`config.mk`:
```
export PLATFORM = sky130hd
export DESIGN_NAME = matrix_op_sequencer_flat
export DESIGN_NICKNAME = d
export VERILOG_FILES = /design/src/rtl/matrix_op_sequencer_if.sv /design/src/rtl/matrix_op_sequencer.sv /design/src/flat_wrapper.sv
export SDC_FILE = /design/constraint.sdc
export NUM_CORES = 1
export LEC_CHECK = 0
export ABC_CLOCK_PERIOD_IN_PS = 10000
export CORE_MARGIN = 2
export CORE_UTILIZATION = 40
export DETAILED_ROUTE_END_ITERATION = 7
export MAX_ROUTING_LAYER = met4
export PLACE_DENSITY = 0.63
export SLEW_MARGIN = 20
export SYNTH_ARGS = -nofsm -noshare
export SYNTH_HDL_FRONTEND = slang
export SYNTH_SLANG_ARGS = --single-unit
```
`constraint.sdc`:
```
create_clock -name clk -period 10 [get_ports clk]
set_clock_uncertainty 0.05 [all_clocks]
set_input_delay 2 -clock clk [delete_from_list [all_inputs] [get_ports clk]]
set_output_delay 2 -clock clk [all_outputs]
set_load 0.02 [all_outputs]
```
`src/rtl/matrix_op_sequencer_if.sv`:
```
// ALU-side port bundle between the matrix op sequencer (master) and the matrix store (slave).
// Reads are asynchronous; element and dims writes commit on the clock edge.
interface matrix_op_sequencer_if #(
  parameter int DW    = 16,
  parameter int DIM_W = 3
);
  logic [1:0]       rd_slot;
  logic [DIM_W-1:0] rd_row;
  logic [DIM_W-1:0] rd_col;
  logic [DW-1:0]    rd_data;
  logic [DIM_W-1:0] cur_m;
  logic [DIM_W-1:0] cur_n;
  logic [1:0]       wr_slot;
  logic [DIM_W-1:0] wr_row;
  logic [DIM_W-1:0] wr_col;
  logic [DW-1:0]    wr_data;
  logic             wr_we;
  logic [DIM_W-1:0] res_m;
  logic [DIM_W-1:0] res_n;
  logic             dim_we;

  modport master (
    output rd_slot, rd_row, rd_col, wr_slot, wr_row, wr_col, wr_data, wr_we,
           res_m, res_n, dim_we,
    input  rd_data, cur_m, cur_n
  );

  modport slave (
    input  rd_slot, rd_row, rd_col, wr_slot, wr_row, wr_col, wr_data, wr_we,
           res_m, res_n, dim_we,
    output rd_data, cur_m, cur_n
  );
endinterface

```
`src/rtl/matrix_op_sequencer.sv`:
```
// Sequences one ADD / MUL / TRANSPOSE / SCALAR matrix operation over the store's ALU ports:
// operand dims are loaded and checked, then elements are walked row-major and result dims written.
module matrix_op_sequencer #(
  parameter int DW        = 16,
  parameter int DIM_W     = 3,
  parameter int MAX_DIM   = 5,
  parameter int NUM_SLOTS = 3
) (
  input  logic                  clk,
  input  logic                  rst_n,
  input  logic                  start,
  input  logic [1:0]            op,
  input  logic [1:0]            src_a,
  input  logic [1:0]            src_b,
  input  logic [1:0]            dst,
  input  logic [DW-1:0]         scalar,
  output logic                  busy,
  output logic                  done,
  output logic                  err,
  output logic [1:0]            err_code,
  matrix_op_sequencer_if.master bus
);

  localparam logic [1:0] OP_ADD = 2'd0;
  localparam logic [1:0] OP_MUL = 2'd1;
  localparam logic [1:0] OP_TR  = 2'd2;
  localparam logic [1:0] OP_SCL = 2'd3;
  localparam logic [DIM_W-1:0] ONE = DIM_W'(1);

  typedef enum logic [2:0] {S_IDLE, S_LDA, S_LDB, S_CHK, S_RUN, S_DIMW, S_FIN} state_t;

  state_t           state, nxt;
  logic [1:0]       op_q, a_q, b_q, d_q, code_q, chk_code;
  logic [DW-1:0]    scl_q, a_lat, acc;
  logic [DIM_W-1:0] ma, na, mb, nb, i_q, j_q, k_q, ncol;
  logic [1:0]       ph_q;
  logic             two_src, two_src_in, slot_bad;
  logic             last_i, last_j, last_k, elem_done, elem_last;

  function automatic logic [DW-1:0] wrap_mul(input logic [DW-1:0] x, input logic [DW-1:0] y);
    return x * y;
  endfunction

  function automatic logic [DW-1:0] wrap_add(input logic [DW-1:0] x, input logic [DW-1:0] y);
    return x + y;
  endfunction

  function automatic logic dim_ok(input logic [DIM_W-1:0] d);
    return (d != '0) && (int'(d) <= MAX_DIM);
  endfunction

  function automatic logic slot_ok(input logic [1:0] s);
    return int'(s) < NUM_SLOTS;
  endfunction

  assign two_src_in = (op == OP_ADD) || (op == OP_MUL);
  assign two_src    = (op_q == OP_ADD) || (op_q == OP_MUL);

  // MUL and TRANSPOSE read sources after writing has begun, so dst may not alias them.
  assign slot_bad = !slot_ok(src_a) || (two_src_in && !slot_ok(src_b)) || !slot_ok(dst) ||
                    ((op == OP_MUL) && ((dst == src_a) || (dst == src_b))) ||
                    ((op == OP_TR) && (dst == src_a));

  always_comb begin
    chk_code = 2'd0;
    if (!dim_ok(ma) || !dim_ok(na) || (two_src && (!dim_ok(mb) || !dim_ok(nb))))
      chk_code = 2'd2;
    else if ((op_q == OP_ADD) && ((ma != mb) || (na != nb)))
      chk_code = 2'd3;
    else if ((op_q == OP_MUL) && (na != mb))
      chk_code = 2'd3;
  end

  assign ncol      = (op_q == OP_MUL) ? nb : na;
  assign last_i    = (i_q == ma - ONE);
  assign last_j    = (j_q == ncol - ONE);
  assign last_k    = (k_q == na - ONE);
  assign elem_done = (op_q == OP_ADD) ? (ph_q == 2'd1) :
                     (op_q == OP_MUL) ? (ph_q == 2'd2) : 1'b1;
  assign elem_last = elem_done && last_i && last_j;

  always_ff @(posedge clk or negedge rst_n) begin
    if (!rst_n) state <= S_IDLE;
    else        state <= nxt;
  end

  always_comb begin
    nxt         = state;
    busy        = (state != S_IDLE);
    done        = 1'b0;
    err         = 1'b0;
    err_code    = 2'd0;
    bus.rd_slot = '0;
    bus.rd_row  = '0;
    bus.rd_col  = '0;
    bus.wr_slot = '0;
    bus.wr_row  = '0;
    bus.wr_col  = '0;
    bus.wr_data = '0;
    bus.wr_we   = 1'b0;
    bus.res_m   = '0;
    bus.res_n   = '0;
    bus.dim_we  = 1'b0;
    case (state)
      S_IDLE: if (start) nxt = slot_bad ? S_FIN : S_LDA;
      S_LDA: begin
        bus.rd_slot = a_q;
        nxt         = S_LDB;
      end
      S_LDB: begin
        bus.rd_slot = two_src ? b_q : a_q;
        nxt         = S_CHK;
      end
      S_CHK: nxt = (chk_code != 2'd0) ? S_FIN : S_RUN;
      S_RUN: begin
        bus.rd_slot = a_q;
        bus.rd_row  = i_q;
        bus.rd_col  = j_q;
        bus.wr_slot = d_q;
        bus.wr_row  = i_q;
        bus.wr_col  = j_q;
        case (op_q)
          OP_ADD: begin
            if (ph_q == 2'd1) bus.rd_slot = b_q;
            bus.wr_we   = (ph_q == 2'd1);
            bus.wr_data = wrap_add(a_lat, bus.rd_data);
          end
          OP_SCL: begin
            bus.wr_we   = 1'b1;
            bus.wr_data = wrap_mul(bus.rd_data, scl_q);
          end
          OP_TR: begin
            bus.wr_we   = 1'b1;
            bus.wr_row  = j_q;
            bus.wr_col  = i_q;
            bus.wr_data = bus.rd_data;
          end
          default: begin
            if (ph_q == 2'd1) begin
              bus.rd_slot = b_q;
              bus.rd_row  = k_q;
              bus.rd_col  = j_q;
            end else begin
              bus.rd_col  = k_q;
            end
            bus.wr_we   = (ph_q == 2'd2);
            bus.wr_data = acc;
          end
        endcase
        if (elem_last) nxt = S_DIMW;
      end
      S_DIMW: begin
        bus.dim_we  = 1'b1;
        bus.wr_slot = d_q;
        case (op_q)
          OP_TR:   begin bus.res_m = na; bus.res_n = ma; end
          OP_MUL:  begin bus.res_m = ma; bus.res_n = nb; end
          default: begin bus.res_m = ma; bus.res_n = na; end
        endcase
        nxt = S_FIN;
      end
      S_FIN: begin
        done     = 1'b1;
        err      = (code_q != 2'd0);
        err_code = code_q;
        nxt      = S_IDLE;
      end
      default: nxt = S_IDLE;
    endcase
  end

  always_ff @(posedge clk or negedge rst_n) begin
    if (!rst_n) begin
      op_q   <= '0;
      a_q    <= '0;
      b_q    <= '0;
      d_q    <= '0;
      scl_q  <= '0;
      code_q <= '0;
      ma     <= '0;
      na     <= '0;
      mb     <= '0;
      nb     <= '0;
      i_q    <= '0;
      j_q    <= '0;
      k_q    <= '0;
      ph_q   <= '0;
      a_lat  <= '0;
      acc    <= '0;
    end else begin
      case (state)
        S_IDLE: if (start) begin
          op_q   <= op;
          a_q    <= src_a;
          b_q    <= src_b;
          d_q    <= dst;
          scl_q  <= scalar;
          code_q <= slot_bad ? 2'd1 : 2'd0;
        end
        S_LDA: begin
          ma <= bus.cur_m;
          na <= bus.cur_n;
        end
        S_LDB: begin
          mb <= bus.cur_m;
          nb <= bus.cur_n;
        end
        S_CHK: begin
          code_q <= chk_code;
          i_q    <= '0;
          j_q    <= '0;
          k_q    <= '0;
          ph_q   <= '0;
          acc    <= '0;
        end
        S_RUN: begin
          // Phase 0 of ADD and MUL reads the A operand; hold it for the B read that follows.
          if (ph_q == 2'd0) a_lat <= bus.rd_data;
          case (op_q)
            OP_ADD: ph_q <= (ph_q == 2'd0) ? 2'd1 : 2'd0;
            OP_MUL: begin
              case (ph_q)
                2'd0: ph_q <= 2'd1;
                2'd1: begin
                  acc <= wrap_add(acc, wrap_mul(a_lat, bus.rd_data));
                  if (last_k) begin
                    ph_q <= 2'd2;
                  end else begin
                    k_q  <= k_q + ONE;
                    ph_q <= 2'd0;
                  end
                end
                default: begin
                  ph_q <= 2'd0;
                  k_q  <= '0;
                  acc  <= '0;
                end
              endcase
            end
            default: ;
          endcase
          if (elem_done) begin
            if (last_j) begin
              j_q <= '0;
              if (!last_i) i_q <= i_q + ONE;
            end else begin
              j_q <= j_q + ONE;
            end
          end
        end
        default: ;
      endcase
    end
  end

endmodule

```
`src/flat_wrapper.sv`:
```
// flat-port wrapper written by rule: the top's interface ports become plain ports
module matrix_op_sequencer_flat 
#(
  parameter int DW        = 16,
  parameter int DIM_W     = 3,
  parameter int MAX_DIM   = 5,
  parameter int NUM_SLOTS = 3
)
  (clk, rst_n, start, op, src_a, src_b, dst, scalar, busy, done, err, err_code, bus_rd_slot, bus_rd_row, bus_rd_col, bus_wr_slot, bus_wr_row, bus_wr_col, bus_wr_data, bus_wr_we, bus_res_m, bus_res_n, bus_dim_we, bus_rd_data, bus_cur_m, bus_cur_n);
  matrix_op_sequencer_if #(.DW(DW), .DIM_W(DIM_W)) bus_i ();
  input  logic clk;
  input  logic rst_n;
  input  logic start;
  input  logic [1:0] op;
  input  logic [1:0] src_a;
  input  logic [1:0] src_b;
  input  logic [1:0] dst;
  input  logic [DW-1:0] scalar;
  output logic busy;
  output logic done;
  output logic err;
  output logic [1:0] err_code;
  output wire logic [$bits(bus_i.rd_slot)-1:0] bus_rd_slot;
  output wire logic [$bits(bus_i.rd_row)-1:0] bus_rd_row;
  output wire logic [$bits(bus_i.rd_col)-1:0] bus_rd_col;
  output wire logic [$bits(bus_i.wr_slot)-1:0] bus_wr_slot;
  output wire logic [$bits(bus_i.wr_row)-1:0] bus_wr_row;
  output wire logic [$bits(bus_i.wr_col)-1:0] bus_wr_col;
  output wire logic [$bits(bus_i.wr_data)-1:0] bus_wr_data;
  output wire logic [$bits(bus_i.wr_we)-1:0] bus_wr_we;
  output wire logic [$bits(bus_i.res_m)-1:0] bus_res_m;
  output wire logic [$bits(bus_i.res_n)-1:0] bus_res_n;
  output wire logic [$bits(bus_i.dim_we)-1:0] bus_dim_we;
  input wire logic [$bits(bus_i.rd_data)-1:0] bus_rd_data;
  input wire logic [$bits(bus_i.cur_m)-1:0] bus_cur_m;
  input wire logic [$bits(bus_i.cur_n)-1:0] bus_cur_n;
  assign bus_rd_slot = bus_i.rd_slot;
  assign bus_rd_row = bus_i.rd_row;
  assign bus_rd_col = bus_i.rd_col;
  assign bus_wr_slot = bus_i.wr_slot;
  assign bus_wr_row = bus_i.wr_row;
  assign bus_wr_col = bus_i.wr_col;
  assign bus_wr_data = bus_i.wr_data;
  assign bus_wr_we = bus_i.wr_we;
  assign bus_res_m = bus_i.res_m;
  assign bus_res_n = bus_i.res_n;
  assign bus_dim_we = bus_i.dim_we;
  assign bus_i.rd_data = bus_rd_data;
  assign bus_i.cur_m = bus_cur_m;
  assign bus_i.cur_n = bus_cur_n;
  matrix_op_sequencer #(.DW(DW), .DIM_W(DIM_W), .MAX_DIM(MAX_DIM), .NUM_SLOTS(NUM_SLOTS)) u_core (.clk(clk), .rst_n(rst_n), .start(start), .op(op), .src_a(src_a), .src_b(src_b), .dst(dst), .scalar(scalar), .busy(busy), .done(done), .err(err), .err_code(err_code), .bus(bus_i));
endmodule
```
Word level (Yosys, flattened, before mapping):

Index checks and enable logic that the tools add are counted.

* output and inout port bits: 45
* bits in registers: 84

* reduce and logical (&&, ||, !) cells: 55
* $add $sub $neg: 8
* mux-type cells: 60
* $lt $le $gt $ge: 7
* equality and inequality tests: 30
* multipliers: 2

Operators by type and width (count)
* two-way mux 3 bit: 24
* case mux 16 bit (2 select lines): 2
* case mux 16 bit (3 select lines): 1
* adder 16 bit: 2
* multiplier 16 x 16 -> 16 bit: 2
* two-way mux 16 bit: 2
* case mux 3 bit (2 select lines): 5
* two-way mux 2 bit: 11
* case mux 3 bit (6 select lines): 1
* case mux 2 bit (2 select lines): 4
* nonzero test 3 bit: 5
* less-or-equal comparator 3 bit (second input constant): 4
* logical AND 1 bit: 12
* AND reduction 2 bit: 6
* logical OR 1 bit: 11
* adder 3 x 1 -> 3 bit (second input constant): 3
* equality test 3 bit: 3
* equality test 3 bit (second input constant): 3
* != test 3 bit: 3
* subtractor 3 x 1 -> 3 bit (second input constant): 3
* equality test 2 bit (second input constant): 4
* two-way mux 1 bit: 8
* != test 2 x 1 -> 1 bit (second input constant): 4
* AND reduction 4 bit: 2
* other kinds (17): 37

Longest topological paths before layout:

Gate-level depths: netlist (run 1).

* depth in word-level cells: 10
* gate-level depth with buffers: 22

Least setup slack after synthesis (run 1):

Ideal clock, no wire load.

* path type: input to output
* start point: input port bus_rd_data[8]
* end point: output port bus_wr_data[15]
* buffers on the path: 2
* stages on the path: 19
* arrival: 7277 ps
* setup slack: 673 ps
* data required time: 7950 ps
* cells stage by stage: clkbuf_1 > clkbuf_1 > nand2_1 > fa_1 > fa_1 > fa_1 > fa_1 > inv_1 > fa_1 > inv_1 > fa_1 > inv_1 > ha_1 > a21oi_1 > nor2b_1 > or3_1 > o221ai_1 > a21oi_1 > o31ai_1

* word-level cells in the longest chain between the ends: 3
* elaborated cells on any way between the ends: 4
* classes of those cells: 1 x add/sub; 1 x mul; 2 x mux

RTL lines
* start, declared: RTL line flat_wrapper.sv:34 `input wire logic [$bits(bus_i.rd_data)-1:0] bus_rd_data;`
* multiplier 16 x 16 -> 16 bit or adder 16 bit (tied branches): RTL line matrix_op_sequencer.sv:41, matrix_op_sequencer.sv:45
* case mux 16 bit (3 select lines) *: RTL line matrix_op_sequencer.sv:122 `case (op_q)`
* two-way mux 16 bit *: RTL line matrix_op_sequencer.sv:104 `case (state)`
* end, declared: RTL line flat_wrapper.sv:29 `output wire logic [$bits(bus_i.wr_data)-1:0] bus_wr_data;`

Every way passes the cells marked *; elsewhere a longest branch is shown, timed or not.

Worst setup path in the final report (run 1):

* start point: input port bus_rd_data[10]
* end point: output port bus_wr_data[14]

The elaborated chain is that of the path after synthesis.

==> results of run 1 <==
[registers in the layout, indices dropped and copies added, names as in the netlist]
name           count
u_core.code_q      2
u_core.op_q        2
u_core.na          3
u_core.ma          3
u_core.a_lat      16
u_core.mb          3
u_core.d_q         2
u_core.acc        16
u_core.nb          3
u_core.b_q         2
u_core.ph_q        2
u_core.j_q         3
u_core.scl_q      16
u_core.a_q         2
u_core.k_q         3
u_core.i_q         3
u_core.state       3
[kinds of logic (layout without fill, tap and decap cells)]
logic type                 Yosys count  after routing  synth area share (%)
AOI/OAI and AO/OA                  214            214                  10.5
adders and majority gates          305            305                  36.9
muxes                               63             63                  4.95
buffers and inverters              366            458                  9.99
DFF                                 84             84                  15.1
xor gates and xnor gates           103            103                  6.78
other                                0              3                     0
and+or+nand+nor                    454            454                  15.8
[area by class of cell]
class,count,area (sq um)
sequential,84,2100
antenna,3,7.51
multi-input combinational,1139,10400
fill,3383,18400
clock buffer,9,225
tap,455,569
clock inverter,7,80.1
timing repair buffer,154,1430
inverter,288,1080
[placed cells by master, fill, tap and decap left out, types with 12 or more instances in the layout]
master,instances
nor3_1,12
dfrtp_1,84
ha_1,130
xnor2_1,73
clkdlybuf4s50_1,82
o21ai_0,47
xor2_1,27
fa_1,175
nand3_1,15
mux2_2,42
mux2i_1,16
a21oi_1,47
nor2_1,49
inv_1,288
nand2_1,204
o21a_1,12
and2_1,130
buf_4,59
[worst max-delay path: cells and delay by family]
family,cells,cell delay (ps)
AOI/OAI and AO/OA,1,160
muxes,1,340
and+or+nand+nor,4,740
buffers and inverters,5,1070
adders and majority gates,7,3400
[final timing paths]
kind	to	slack (ps)	cells after the start
setup / recovery	bus_wr_data[14]	230	18
hold / removal	u_core.acc[13]	440	2
setup reg to reg	u_core.acc[15]	4180	21
hold reg to reg	u_core.acc[13]	440	2
max in group asynchronous	u_core.acc[7]	7250	2
min in group asynchronous	u_core.na[1]	1520	1
[per-layer routing]
layer | part of all wire, % | GRT usage, % | wire length, um | vias up
li1 | - | - | - | 5203
met2 | 48 | 38.7 | 18900 | 347
met5 | 0 | - | 0 | -
met1 | 43 | 29.2 | 16700 | 5565
met3 | 6.2 | 4.53 | 2440 | 49
met4 | 2.6 | 6.35 | 1010 | 0
[metrics by stage]
step | std cells | utilization [%] | hold WS (ps) | setup slack [ps]
after global placement | 2120 | 45.4 | 415 | -294
final | 2139 | 46.4 | 443 | 229
after floorplan | 1589 | - | 399 | 673
after detailed placement | 2120 | 45.4 | 424 | -247
after global routing | 2139 | 46.4 | 460 | 3.09
after CTS | 2136 | 46.3 | 442 | 63.8
[what timing repair did]
action	CTS	global route
setup buffers	0	0
pin swaps	0	0
setup endpoints to repair	5	4
gates resized for setup	10	6
==> flow_metrics.env, run 1 <==
export IMPL_status="complete, no violations"
export IMPL_tns_ps=0
export IMPL_htree_levels=3
export IMPL_vias=11164
export IMPL_setup_viol=0
export IMPL_gp_congestion=0.896
export IMPL_yosysWarnings=0
export IMPL_ys_async_sr_fraction_pct=100
export IMPL_drc_errors=0
export IMPL_core_area_sq_um=34400
export IMPL_path_cells="clkdlybuf4s50_1 -> nand2_1 -> fa_1 -> fa_1 -> fa_1 -> fa_1 -> inv_1 -> fa_1 -> inv_1 -> fa_1 -> inv_1 -> ha_1 -> nor2b_1 -> or4_1 -> o21ai_1 -> mux2_2 -> nand2_1 -> dlygate4sd2_1"
export IMPL_drive_gt1_share_pct=7.97
export IMPL_wire_per_inst_um=18.2
export IMPL_rows=68
export IMPL_synth_edff_count=0
export IMPL_grt_pass1_wl_um=63900
export IMPL_maxCapViolations=0
export IMPL_synth_nets=1943
export IMPL_min_delay_start="u_core.acc[13]"
export IMPL_cts_made_buffers=9
export IMPL_hold_path_class="flip-flop to flip-flop"
export IMPL_antenna_found_initial=3
export IMPL_dieArea_sq_um=36300
export IMPL_final_max_slew_viol_count=0
export IMPL_cts_tree="done"
export IMPL_synth_seq_cells=84
export IMPL_min_period_ps=9770
export IMPL_synthFlopType="dfrtp_1"
export IMPL_worst_pin_slew_ps=996
export IMPL_overflow=0
export IMPL_antenna_left=0
export IMPL_yosysSeqAreaShare_pct=15.1
export IMPL_hold_viol_final=0
export IMPL_cts_hold_buffers=0
export IMPL_path_class="input port to output port"
export IMPL_ioPinCount=94
export IMPL_start_util_pct=40.5
export IMPL_rsz0062_at_grt="no"
export IMPL_clock_path_buffers=2
export IMPL_worstPathArrival_ps=7720
export IMPL_synth_area_leader_cell="fa_1"
export IMPL_drt_pre_antenna_iters=5
export IMPL_clock_latency_ps=380
export IMPL_startpoint_type="input port"
export IMPL_clk_pin_slew_ps=70
export IMPL_crit_top_cell="fa_1"
export IMPL_finalInstanceArea_sq_um=15900
export IMPL_avgSynthCellArea_sq_um=8.76
export IMPL_dp_hpwl_um=30500
export IMPL_first_global_vias=11760
export IMPL_drt_total_wl_um=39000
export IMPL_die_w_um=191
export IMPL_port_buffers=93
export IMPL_cpPeakStageDelay_ps=590
export IMPL_path_max_fanout=4
export IMPL_layout_nets=2030
export IMPL_vias_per_cell=5.22
export IMPL_grt_usage_pct=23.3
export IMPL_first_iter_violations=726
export IMPL_required_ps=7950
export IMPL_cts_sinks=84
export IMPL_cts_root_buffer="clkbuf_16"
export IMPL_crit_slowest_cell="fa_1"
export IMPL_maxSlewHeadroom_pct=33.6
export IMPL_place_area_sq_um=15600
export IMPL_synth_cell_type_count=67
export IMPL_fin_crit_sh_pct=97.7
export IMPL_grt_max_degree=54
export IMPL_synthTopCellsByArea="fa_1 25%, dfrtp_1 15%, ha_1 12%, inv_1 7.8%, and2_1 5.8%"
export IMPL_syn_area_sq_um=13900
export IMPL_netlist_top_cells_count="288 x inv_1, 204 x nand2_1, 175 x fa_1, 130 x and2_1, 130 x ha_1"
export IMPL_syn_to_final_growth_pct=14.6
export IMPL_critPathLaunch="bus_rd_data[10]"
export IMPL_cp_end_kind="output port"
export IMPL_timing_rr_start="u_core.a_lat[3]"
export IMPL_synthCells=1589
export IMPL_max_freq_mhz=102
export IMPL_synth_top_cell_area_share_pct=25.2
export IMPL_synthMostInstantiatedCell="inv_1"
export IMPL_dieHeight_um=191
Power of run 1 is not shown: default switching activity piles up to over one toggle a cycle in this logic, so the estimate is an artifact.
==> inputs of run 2 (changes only) <==
--- a/config.mk
+++ b/config.mk
@@ -6,6 +6,7 @@
 export NUM_CORES = 1
 export LEC_CHECK = 0
 export ABC_CLOCK_PERIOD_IN_PS = 10000
+export CORE_ASPECT_RATIO = 2
 export CORE_MARGIN = 2
 export CORE_UTILIZATION = 40
 export DETAILED_ROUTE_END_ITERATION = 7
==> flow_metrics.env, run 2 (synthesis results as in run 1) <==
export IMPL_status="complete, no violations"
export IMPL_first_global_vias=12167
export IMPL_dieHeight_um=268
export IMPL_grt_pass1_wl_um=66500
export IMPL_clock_latency_ps=380
export IMPL_place_area_sq_um=15600
export IMPL_rows=96
export IMPL_cpPeakStageDelay_ps=710
export IMPL_worst_pin_slew_ps=905
export IMPL_drt_pre_antenna_iters=5
export IMPL_timing_rr_end="u_core.acc[15]"
export IMPL_vias_per_cell=5.37
export IMPL_hold_path_class="flip-flop to flip-flop"
export IMPL_start_util_pct=40.5
export IMPL_core_area_sq_um=34400
export IMPL_dieArea_sq_um=36400
export IMPL_cts_tree="done"
export IMPL_wire_per_inst_um=20.1
export IMPL_crit_top_cell="fa_1"
export IMPL_first_iter_violations=544
export IMPL_min_period_ps=9820
export IMPL_reg2regPathDepth=18
export IMPL_final_fill_count=3421
export IMPL_holdPathEnd="u_core.acc[13]"
export IMPL_hold_viol_final=0
export IMPL_worstPathArrival_ps=7770
export IMPL_postLayoutCoreUtil_pct=46.2
export IMPL_path_class="input port to output port"
export IMPL_finalInstanceArea_sq_um=15900
export IMPL_port_buffers=93
export IMPL_drive_gt1_share_pct=7.93
export IMPL_top_regs="u_core.a_lat x16, u_core.acc x16, u_core.scl_q x16"
export IMPL_cp_end_kind="output port"
export IMPL_layout_nets=2027
export IMPL_path_max_fanout=5
export IMPL_syn_to_final_growth_pct=13.9
export IMPL_cts_sinks=84
export IMPL_clock_path_buffers=2
export IMPL_startpoint_type="input port"
export IMPL_fin_crit_sh_pct=98.2
export IMPL_antenna_left=0
export IMPL_timing_rr_start="u_core.a_lat[6]"
export IMPL_min_delay_start="u_core.acc[13]"
export IMPL_maxSlewHeadroom_pct=39.7
export IMPL_crit_slowest_cell="clkdlybuf4s50_1"
export IMPL_gp_congestion=0.960
export IMPL_grt_usage_pct=25.0
export IMPL_rsz0062_at_grt="no"
export IMPL_final_max_slew_viol_count=0
export IMPL_required_ps=7950
export IMPL_setup_viol=0
export IMPL_maxCapViolations=0
export IMPL_clk_pin_slew_ps=70
export IMPL_cts_made_buffers=9
export IMPL_cts_root_buffer="clkbuf_16"
export IMPL_die_w_um=136
export IMPL_ioPinCount=94
export IMPL_vias=11382
export IMPL_overflow=0
export IMPL_path_cells="clkdlybuf4s50_1 -> buf_4 -> nand2_1 -> fa_1 -> fa_1 -> inv_1 -> ha_1 -> fa_1 -> ha_1 -> inv_1 -> fa_1 -> inv_1 -> ha_1 -> o21ai_0 -> a21oi_1 -> buf_4 -> nor2_1 -> a211oi_1 -> a221oi_1 -> clkdlybuf4s50_1"
export IMPL_antenna_found_initial=1
export IMPL_max_freq_mhz=102
export IMPL_final_cell_mix="288 x inv_1, 204 x nand2_1, 175 x fa_1, 130 x and2_1, 130 x ha_1"
export IMPL_reg2reg_slack_ps=3980
export IMPL_dp_hpwl_um=34100
export IMPL_grt_max_degree=52
export IMPL_htree_levels=3
export IMPL_drt_total_wl_um=42500
export IMPL_drc_errors=0
export IMPL_cts_setup_buffers=0
export IMPL_hold_depth=2
export IMPL_final_common_cell="inv_1"
==> run 2: cell types whose count changed in the layout (fill, tap and decap cells not counted), sizes merged <==
cell           previous run  this run
buf                      63        59
bufinv                    1         0
clkbuf                    9        13
clkdlybuf4s50            82        83
clkinv                    1         2
clkinvlp                  1         0
diode                     3         1
dlygate4sd1               1         0
dlygate4sd2               6         3
inv                     292       293
==> run 2: repair_timing <==
item / CTS / global route
setup endpoints to repair: 6 / 5
pin swaps: 1 / 2
hold buffers: 0 / 0
resized for setup: 8 / 14
==> run 2: layout make-up <==
cell class	count	area, sq um	area share, %
sequential	84	2100	13.3
tap	441	552	3.48
antenna	1	2.50	0.0158
inverter	288	1080	6.82
timing repair buffer	151	1390	8.74
multi-input combinational	1139	10400	65.8
clock buffer	9	225	1.42
clock inverter	7	73.8	0.466
==> run 2: worst max-delay path: cells and delay by family <==
family	cells	cell delay, ps
adder cells (fa/ha/maj)	7	2810
buffers and inverters	7	1840
AO/OA/AOI/OAI	4	750
AND/OR/NAND/NOR	2	340
==> run 2: worst max-delay path by stage <==
stage                    from         endpoint  cells past startpoint
2_1_floorplan  bus_rd_data[8]  bus_wr_data[15]                     19
3_3_place_gp   bus_rd_data[8]  bus_wr_data[15]                     19
3_5_place_dp   bus_rd_data[8]  bus_wr_data[15]                     20
4_1_cts        bus_rd_data[7]  bus_wr_data[11]                     21
5_1_grt        bus_rd_data[7]  bus_wr_data[10]                     22
6_report       bus_rd_data[4]   bus_wr_data[7]                     20
==> run 2: through the flow <==
step	std cells	hold slack (ps)	setup WS, ps	TNS (ps)
floorplan	1589	399	673	0
global placement	2103	414	-235	-677
detailed placement	2103	421	-263	-832
CTS	2119	437	7.52	0
global route	2120	459	3.51	0
finish	2120	432	181	0
==> run 2: layer usage <==
layer	wire length (um)	GRT usage, %
met2	23300	46.1
met4	2740	14.9
met1	14900	25.1
met3	1650	2.68
met5	0	-
Power of run 2 is left out for the same reason.
